==> src/rtl/serv_predecode_fifo_pkg.sv <==
`default_nettype none
// ============================================================================
//  Module      : serv_predecode_fifo_pkg
//  Description : Shared opcode / funct / immediate encodings used to
//                predecode control-flow and system instructions, plus the
//                packed flag bundle carried beside each queued word.
//                Also intended for reuse by serv_decode so the encodings
//                live in exactly one place.
//  Revision    : 1.0 - initial release
// ============================================================================
package serv_predecode_fifo_pkg;

    // Major opcodes, instruction bits [6:2]
    localparam logic [4:0]  OP_JAL     = 5'b11011;
    localparam logic [4:0]  OP_JALR    = 5'b11001;
    localparam logic [4:0]  OP_SYSTEM  = 5'b11100;
    localparam logic [4:0]  OP_OP      = 5'b01100;

    // SYSTEM-opcode immediates, instruction bits [31:20]
    localparam logic [11:0] IMM_EBREAK = 12'h001;
    localparam logic [11:0] IMM_MRET   = 12'h302;
    localparam logic [11:0] IMM_WFI    = 12'h105;

    // funct7 selecting the M extension within OP, instruction bits [31:25]
    localparam logic [6:0]  F7_MULDIV  = 7'b0000001;

    // Width of the fetched word: instruction bits [31:2]
    localparam int          WORD_W     = 30;

    // Predecoded control flags for one instruction word
    typedef struct packed {
        logic ebreak;
        logic jal_or_jalr;
        logic mret;
        logic wfi;
        logic mdu;
    } pd_flags_t;

endpackage : serv_predecode_fifo_pkg
`default_nettype wire

==> src/rtl/serv_predecode_flags.sv <==
`default_nettype none
// ============================================================================
//  Module      : serv_predecode_flags
//  Description : Purely combinational predecoder. Maps a 30-bit fetched
//                word (instruction bits [31:2]) to the five control flags.
//  Ports       : i_word   - instruction bits [31:2]
//                o_flags  - {ebreak, jal_or_jalr, mret, wfi, mdu}
//  Parameters  : MDU      - 1 enables M-extension detection, 0 forces mdu=0
//  Revision    : 1.0 - initial release
// ============================================================================
module serv_predecode_flags
    import serv_predecode_fifo_pkg::*;
#(
    parameter int MDU = 0
) (
    input  logic [WORD_W-1:0] i_word,
    output pd_flags_t         o_flags
);

    // The word is missing instruction bits [1:0], so every field index is
    // the architectural bit position minus two.
    logic [4:0]  op;
    logic [4:0]  rd;
    logic [2:0]  f3;
    logic [4:0]  rs1;
    logic [11:0] imm;
    logic [6:0]  f7;
    logic        sys_plain;

    always_comb begin
        op  = i_word[4:0];     // [6:2]
        rd  = i_word[9:5];     // [11:7]
        f3  = i_word[12:10];   // [14:12]
        rs1 = i_word[17:13];   // [19:15]
        imm = i_word[29:18];   // [31:20]
        f7  = i_word[29:23];   // [31:25]

        // ebreak/mret/wfi share the same frame: SYSTEM, f3=0, rs1=rd=0;
        // only the immediate tells them apart.
        sys_plain = (op == OP_SYSTEM) && (f3 == 3'b000) &&
                    (rs1 == 5'd0) && (rd == 5'd0);

        o_flags             = '0;
        o_flags.ebreak      = sys_plain && (imm == IMM_EBREAK);
        o_flags.mret        = sys_plain && (imm == IMM_MRET);
        o_flags.wfi         = sys_plain && (imm == IMM_WFI);
        o_flags.jal_or_jalr = (op == OP_JAL) || (op == OP_JALR);
        o_flags.mdu         = (MDU != 0) && (op == OP_OP) && (f7 == F7_MULDIV);
    end

endmodule : serv_predecode_flags
`default_nettype wire

==> src/rtl/serv_predecode_fifo.sv <==
`default_nettype none
// ============================================================================
//  Module      : serv_predecode_fifo
//  Description : Instruction queue between the ibus and serv_decode.
//                Buffers DEPTH fetched words and presents the head entry
//                together with predecoded control flags through a
//                valid/consume handshake.
//  Ports       : clk            - clock, rising edge
//                i_rst          - asynchronous active-high reset
//                i_wb_rdt       - fetched instruction bits [31:2]
//                i_wb_en        - write strobe, one word per cycle
//                i_flush        - discard all entries
//                i_rd_en        - consume head entry
//                o_full/o_valid - occupancy == DEPTH / != 0
//                o_count        - occupancy
//                o_ovf          - sticky: write attempted while full
//                o_rdt          - head word, 0 when empty
//                o_ebreak, o_jal_or_jalr, o_mret, o_wfi, o_mdu_op
//                               - head flags, 0 when empty
//  Parameters  : DEPTH          - entries, power of two, >= 2
//                PRE_REGISTER   - 1: flags decoded at write and stored
//                                 0: flags decoded from the head word
//                MDU            - enable o_mdu_op decode
//  Revision    : 1.0 - initial release
// ============================================================================
module serv_predecode_fifo
    import serv_predecode_fifo_pkg::*;
#(
    parameter int DEPTH        = 2,
    parameter int PRE_REGISTER = 1,
    parameter int MDU          = 0
) (
    input  logic                       clk,
    input  logic                       i_rst,
    input  logic [WORD_W-1:0]          i_wb_rdt,
    input  logic                       i_wb_en,
    input  logic                       i_flush,
    input  logic                       i_rd_en,
    output logic                       o_full,
    output logic                       o_valid,
    output logic [$clog2(DEPTH):0]     o_count,
    output logic                       o_ovf,
    output logic [WORD_W-1:0]          o_rdt,
    output logic                       o_ebreak,
    output logic                       o_jal_or_jalr,
    output logic                       o_mret,
    output logic                       o_wfi,
    output logic                       o_mdu_op
);

    localparam int AW = $clog2(DEPTH);
    localparam int CW = AW + 1;

    // ------------------------------------------------------------------
    // Control state
    // ------------------------------------------------------------------
    logic [AW-1:0]     wr_ptr_q, wr_ptr_d;
    logic [AW-1:0]     rd_ptr_q, rd_ptr_d;
    logic [CW-1:0]     count_q,  count_d;
    logic              ovf_q,    ovf_d;

    logic              full;
    logic              valid;
    logic              wr_acc;
    logic              rd_acc;

    // Storage (not reset: contents are only observable through count)
    logic [WORD_W-1:0] mem_q [DEPTH];
    logic [WORD_W-1:0] head_word;
    pd_flags_t         head_flags;

    assign full   = (count_q == CW'(DEPTH));
    assign valid  = (count_q != '0);

    // A write while full is dropped even when a read frees a slot in the
    // same cycle: there is no pass-through path.
    assign wr_acc = i_wb_en && !full;
    assign rd_acc = i_rd_en && valid;

    always_comb begin
        wr_ptr_d = wr_ptr_q;
        rd_ptr_d = rd_ptr_q;
        count_d  = count_q;
        ovf_d    = ovf_q;

        if (i_flush) begin
            // Flush dominates any same-cycle read or write.
            wr_ptr_d = '0;
            rd_ptr_d = '0;
            count_d  = '0;
            ovf_d    = 1'b0;
        end else begin
            if (wr_acc) begin
                wr_ptr_d = wr_ptr_q + AW'(1);   // wraps mod DEPTH
            end
            if (rd_acc) begin
                rd_ptr_d = rd_ptr_q + AW'(1);
            end
            if (i_wb_en && full) begin
                ovf_d = 1'b1;
            end
            case ({wr_acc, rd_acc})
                2'b10:   count_d = count_q + CW'(1);
                2'b01:   count_d = count_q - CW'(1);
                default: count_d = count_q;
            endcase
        end
    end

    always_ff @(posedge clk or posedge i_rst) begin
        if (i_rst) begin
            wr_ptr_q <= '0;
            rd_ptr_q <= '0;
            count_q  <= '0;
            ovf_q    <= 1'b0;
        end else begin
            wr_ptr_q <= wr_ptr_d;
            rd_ptr_q <= rd_ptr_d;
            count_q  <= count_d;
            ovf_q    <= ovf_d;
        end
    end

    always_ff @(posedge clk) begin
        if (wr_acc && !i_flush) begin
            mem_q[wr_ptr_q] <= i_wb_rdt;
        end
    end

    assign head_word = mem_q[rd_ptr_q];

    // ------------------------------------------------------------------
    // Flag predecode: either stored per entry or derived from the head
    // ------------------------------------------------------------------
    generate
        if (PRE_REGISTER != 0) begin : g_pre_reg
            pd_flags_t wr_flags;
            pd_flags_t flags_q [DEPTH];

            serv_predecode_flags #(
                .MDU     (MDU)
            ) u_flags (
                .i_word  (i_wb_rdt),
                .o_flags (wr_flags)
            );

            always_ff @(posedge clk) begin
                if (wr_acc && !i_flush) begin
                    flags_q[wr_ptr_q] <= wr_flags;
                end
            end

            assign head_flags = flags_q[rd_ptr_q];
        end else begin : g_head_dec
            serv_predecode_flags #(
                .MDU     (MDU)
            ) u_flags (
                .i_word  (head_word),
                .o_flags (head_flags)
            );
        end
    endgenerate

    // ------------------------------------------------------------------
    // Outputs: everything about the head is masked by valid so stale
    // storage never leaks out of an empty queue.
    // ------------------------------------------------------------------
    assign o_full        = full;
    assign o_valid       = valid;
    assign o_count       = count_q;
    assign o_ovf         = ovf_q;
    assign o_rdt         = valid ? head_word : '0;
    assign o_ebreak      = valid && head_flags.ebreak;
    assign o_jal_or_jalr = valid && head_flags.jal_or_jalr;
    assign o_mret        = valid && head_flags.mret;
    assign o_wfi         = valid && head_flags.wfi;
    assign o_mdu_op      = valid && head_flags.mdu;

endmodule : serv_predecode_fifo
`default_nettype wire

==> config.mk <==
export PLATFORM = sky130hd
export DESIGN_NAME = serv_predecode_fifo
export DESIGN_NICKNAME = d
export VERILOG_FILES = /design/src/rtl/serv_predecode_fifo_pkg.sv /design/src/rtl/serv_predecode_flags.sv /design/src/rtl/serv_predecode_fifo.sv
export SDC_FILE = /design/constraint.sdc
export NUM_CORES = 1
export LEC_CHECK = 0
export ABC_AREA = 1
export BUFFER_PORTS_ARGS = -buffer_cell sky130_fd_sc_hd__buf_2
export CAP_MARGIN = 20
export CORE_ASPECT_RATIO = 2
export CORE_MARGIN = 5
export CORE_UTILIZATION = 52
export CTS_CLUSTER_SIZE = 24
export DETAILED_ROUTE_END_ITERATION = 8
export GPL_ROUTABILITY_DRIVEN = 0
export GPL_TIMING_DRIVEN = 0
export HOLD_SLACK_MARGIN = 0.1
export PLACE_DENSITY_LB_ADDON = 0.15
export SYNTH_ARGS = -nofsm -noshare
export SYNTH_HDL_FRONTEND = slang
export SYNTH_SLANG_ARGS = --single-unit
==> constraint.sdc <==
create_clock -name clk -period 3.3 [get_ports clk]
set_clock_uncertainty 0.15 [all_clocks]
set_input_delay 0.66 -clock clk [delete_from_list [all_inputs] [get_ports clk]]
set_output_delay 0.66 -clock clk [all_outputs]
set_load 0.1 [all_outputs]
Word level (Yosys, flattened, before mapping)
Memory sizes are Yosys's and may differ from the RTL's. Cells that the tools add are included.

Bits in registers: 5. RAM bits: 68. Input bits: 35. Output and inout bits: 40. Logic and storage cells: 56. Memories: 2.

Add/subtract/negate cells: 4. Equality and inequality tests: 9. Mux-type cells: 11. Reduce and logical (&&, ||, !) cells: 26.

Memory list: mem_q (words 2, bits a word 30, read ports 1, clocked after Yosys merged registers in 0, wr ports 1, RTL line serv_predecode_fifo.sv:68) `logic [WORD_W-1:0] mem_q [DEPTH];`; g_pre_reg.flags_q (words 2, bits a word 4, read ports 1, clocked after Yosys merged registers in 0, wr ports 1, RTL line serv_predecode_fifo.sv:138) `pd_flags_t flags_q [DEPTH];`.

Operators by type and width (count): $mux 30 (1); $eq 5x5->1 const B (3); $logic_and 1x1->1 (14); $eq 12x1->1 const B (1); $eq 12x10->1 const B (1); $eq 12x9->1 const B (1); $logic_not 5->1 (2); $mux 1 (8); $reduce_bool 2->1 (4); $eq 2x2->1 const B (2); $pmux 2 s2 (1); $logic_not 3->1 (1); $reduce_bool 3->1 (1); $add 1x1->1 const B (2); $add 2x1->2 const B (1); $eq 2x1->1 const B (1); $logic_not 1->1 (2); $mux 2 (1); $sub 2x1->2 const B (1); $logic_and 1x1->1 const B (1); $logic_or 1x1->1 (1).

Logic depth before layout (Yosys ltp)
Depth after elaboration: 6. Depth in mapped cells: 7. Gate-level depth less buffers: 7.

Modules after synthesis
A second synthesis with hierarchy kept.

Cells, all modules: 272. Area, all modules: 3076.7 um2.

Modules (own cells, without submodules): serv_predecode_fifo (times used 1, cells an instance 228, area an instance 2891.5 um2, sequential area each 2227.1 um2); serv_predecode_flags (times used 1, cells an instance 44, area an instance 185.2 um2, sequential area each 0.0 um2).

Worst setup path before layout
OpenSTA, ideal clock, no wires.

Kind: register -> output. Start: reg count_q[0], in the netlist o_count[0]. End: out o_rdt[0]. Data arrival time: 2.854 ns. Required time: 2.490 ns. Path slack: -0.364 ns. Cell stages (with the launch flop): 4. Buffers on the path: 1. Cell sequence: dfrtp_1 -> nor2_2 -> buf_2 -> a21oi_1.

Cells in the longest elaborated chain, start to end: 2.

Ends and longest elaborated chain: start: declaration (RTL line serv_predecode_fifo.sv:59) `logic [CW-1:0] count_q, count_d;`; start signal: assignment (RTL line serv_predecode_fifo.sv:119) `count_q <= count_d;`; $reduce_bool 2->1 (RTL line serv_predecode_fifo.sv:73) `assign valid = (count_q != '0);`; $mux 30 (RTL line serv_predecode_fifo.sv:172) `assign o_rdt = valid ? head_word : '0;`; end: declaration (RTL line serv_predecode_fifo.sv:43) `output logic [WORD_W-1:0] o_rdt,`.

Every way passes these cells.

Final worst setup path
Start: reg rd_ptr_q. End: out o_rdt[7].

Cells in the longest elaborated chain, start to end: 2.

Ends and longest elaborated chain: start: declaration (RTL line serv_predecode_fifo.sv:58) `logic [AW-1:0] rd_ptr_q, rd_ptr_d;`; start signal: assignment (RTL line serv_predecode_fifo.sv:118) `rd_ptr_q <= rd_ptr_d;`; $mem_v2 2x30; $mux 30 (RTL line serv_predecode_fifo.sv:172).

Every way passes these cells.

==> out/qor.yml <==
status: "finished clean"
hp-class: "flop to flop"
crit_required_ps: 2490
maxCapViolCount: 0
crit_type: "flop to primary output"
rsz0062_at_grt: "false"
multi_input_comb_area_um2: 746
placed_area_mm2: 0.00350
synth.distinct_cells: 23
track_usage_pct: 17.1
p_leak_nw: 1.58
die_w_um: 63.7
grt_max_degree: 33
path_clk_slew_ps: 50
die_area_mm2: 0.00748
cp-start-kind: "flop"
area_growth_pct: 26.1
cts_num_sinks: 73
cts_tree: "yes"
ys_seq_elements: 73
post_cts_resized: 0
final_cell_mix: "buf_2 (83), nand2_1 (83), edfxtp_1 (68)"
setup_slack_ps: 564
final_area_mm2: 0.00378
synth_edf_count: 68
crit_path_max_incr_delay_ps: 450
coreArea_mm2: 0.00566
period_share_pct: 82.9
power_w: 0.00325
crit_slowest_cell: "buf_2"
num_io_pins: 75
htreeDepth: 3
fill_cells: 456
post-cts-setup-buffers: 0
synth_top_area_share_pct: 68.1
num_rows: 39
irDropWorstVdd_uv: 844
drc: 0
cts_buffer_depth: 2
grt.overflow.total: 0
synthesis.area_mm2: 0.00300
critPathBufInv: 4
cellPowerDensity_mw_per_mm2: 858
drive_gt1_share_pct: 31.0
io_buffer_count: 73
drtAntennaViolNets: 0
drtIter0Drc: 89
finalHoldViolCount: 0
synth-seq-area-share_pct: 72.2
vias_per_cell: 5.11
fmax_mhz: 366
cts_buffers: 9
finalWorstPathRequiredPeriod_ps: 2740
syn_nets: 298
synth_top_area_cell: "edfxtp_1"
antenna_found_initial: 0
insertion_delay_ps: 320
die_h_um: 117
routed_wl_um: 6110
final-seq-area_mm2: 0.00217
root_buffer: "clkbuf_16"
end_kind: "primary output"
fin_nets: 385
grt_pass1_vias: 2113
start_util_pct: 53.0
synth_warnings: 0
slew_viol_final: 0
setup_viol: 0
routed-via-count: 2127
cp_common_cell: "buf_2"
synth.area.top_cells: "edfxtp_1 (68%), nand2_1 (10%), a21oi_1 (5.8%)"
hpwl_um: 4290
first_pass_iters: 4
avgSynthCellArea_um2: 11.4
synthArstFlopShare_pct: 6.85
grt_pass1_wl_um: 9630
crit_chain: "buf_2 -> inv_2 -> buf_2 -> nand2_1 -> a21oi_1 -> buf_2"
wire_per_inst_um: 14.7
arrival_ps: 1930
crit_family: "buffers and inverters"
synthCells: 263
worst-path-max-fanout: 10
synth_ff_type: "edfxtp_1"
antenna_cells: 0
detailedPlace.worstSlack_ps: 882
flip-flops by register name (all words and copies together) (netlist names):
| signal | count |
|---|---|
| o_count | 2 |
| g_pre_reg.flags_q | 8 |
| wr_ptr_q | 1 |
| mem_q | 60 |
| rd_ptr_q | 1 |
| o_ovf | 1 |
synth_stat cells, types with 3 or more instances:
master / n
a21oi_1: 35
buf_2: 10
dfrtp_1: 5
edfxtp_1: 68
inv_1: 10
nand2_1: 83
nand3_1: 8
nor2_1: 22
nor3_1: 3
layout make-up:
class                           instances  area share (%)
Buffer                                 11            1.52
Clock buffer                           13            6.88
Clock inverter                          3           0.430
Inverter                               12            1.19
Multi-Input combinational cell        167            19.7
Sequential cell                        73            57.3
Tap cell                               61            2.02
Timing Repair Buffer                   76            11.0
worst register-to-register path: cells and delay by family (launching register included):
kind / cells / cell delay (ps)
flip-flops: 1 / 460
AO/OA/AOI/OAI: 1 / 180
buffers and inverters: 2 / 330
AND/OR/NAND/NOR: 2 / 410
per-layer routing:
layer | GRT usage, % | routed length (um) | up-vias
li1 | - | - | 1075
met1 | 17.6 | 2210 | 985
met2 | 30.8 | 3400 | 56
met3 | 3.54 | 360 | 11
met4 | 9.36 | 139 | 0
met5 | 0 | 0 | -
metrics by stage:
| step | setup TNS (ps) | hold WS (ps) | instances | util, % |
|---|---|---|---|---|
| after floorplan | -11690 | 289 | 263 | - |
| after global placement | 0 | 324 | 397 | 60.9 |
| after detailed placement | 0 | 329 | 399 | 61.8 |
| after CTS | 0 | 341 | 416 | 66.8 |
| after global routing | 0 | 351 | 416 | 66.8 |
| final | 0 | 333 | 416 | 66.8 |
final timing paths:
path                       slack (ps)     endpoint  cells after the start        from
max reg2reg                      1440  mem_q[0][1]                      5  o_count[0]
min                               330        o_ovf                      1       o_ovf
max                               560     o_rdt[7]                      6    rd_ptr_q
max in group asynchronous        2210     wr_ptr_q                      3       i_rst
min in group asynchronous         620     rd_ptr_q                      3       i_rst
min reg2reg                       330        o_ovf                      1       o_ovf
timing repair:
item                                   in CTS  in global routing
endpoints found under the hold margin       5                  0
setup endpoints to repair                   0                  0
hold buffers                                1                  0
cells by family after synthesis:
kind of cell / share of synthesized area (%)
other: 0.125
buffers and inverters: 3.42
AND/OR/NAND/NOR: 17.5
flip-flops: 72.2
AO/OA/AOI/OAI: 6.71
power by group:
group          switching (W)  internal, W  leakage, nW
clock network       0.000324     0.000545        0.133
logic                0.00110     0.000180        0.761
registers          0.0000244      0.00108        0.685
Power figures use the tool's default switching activity.
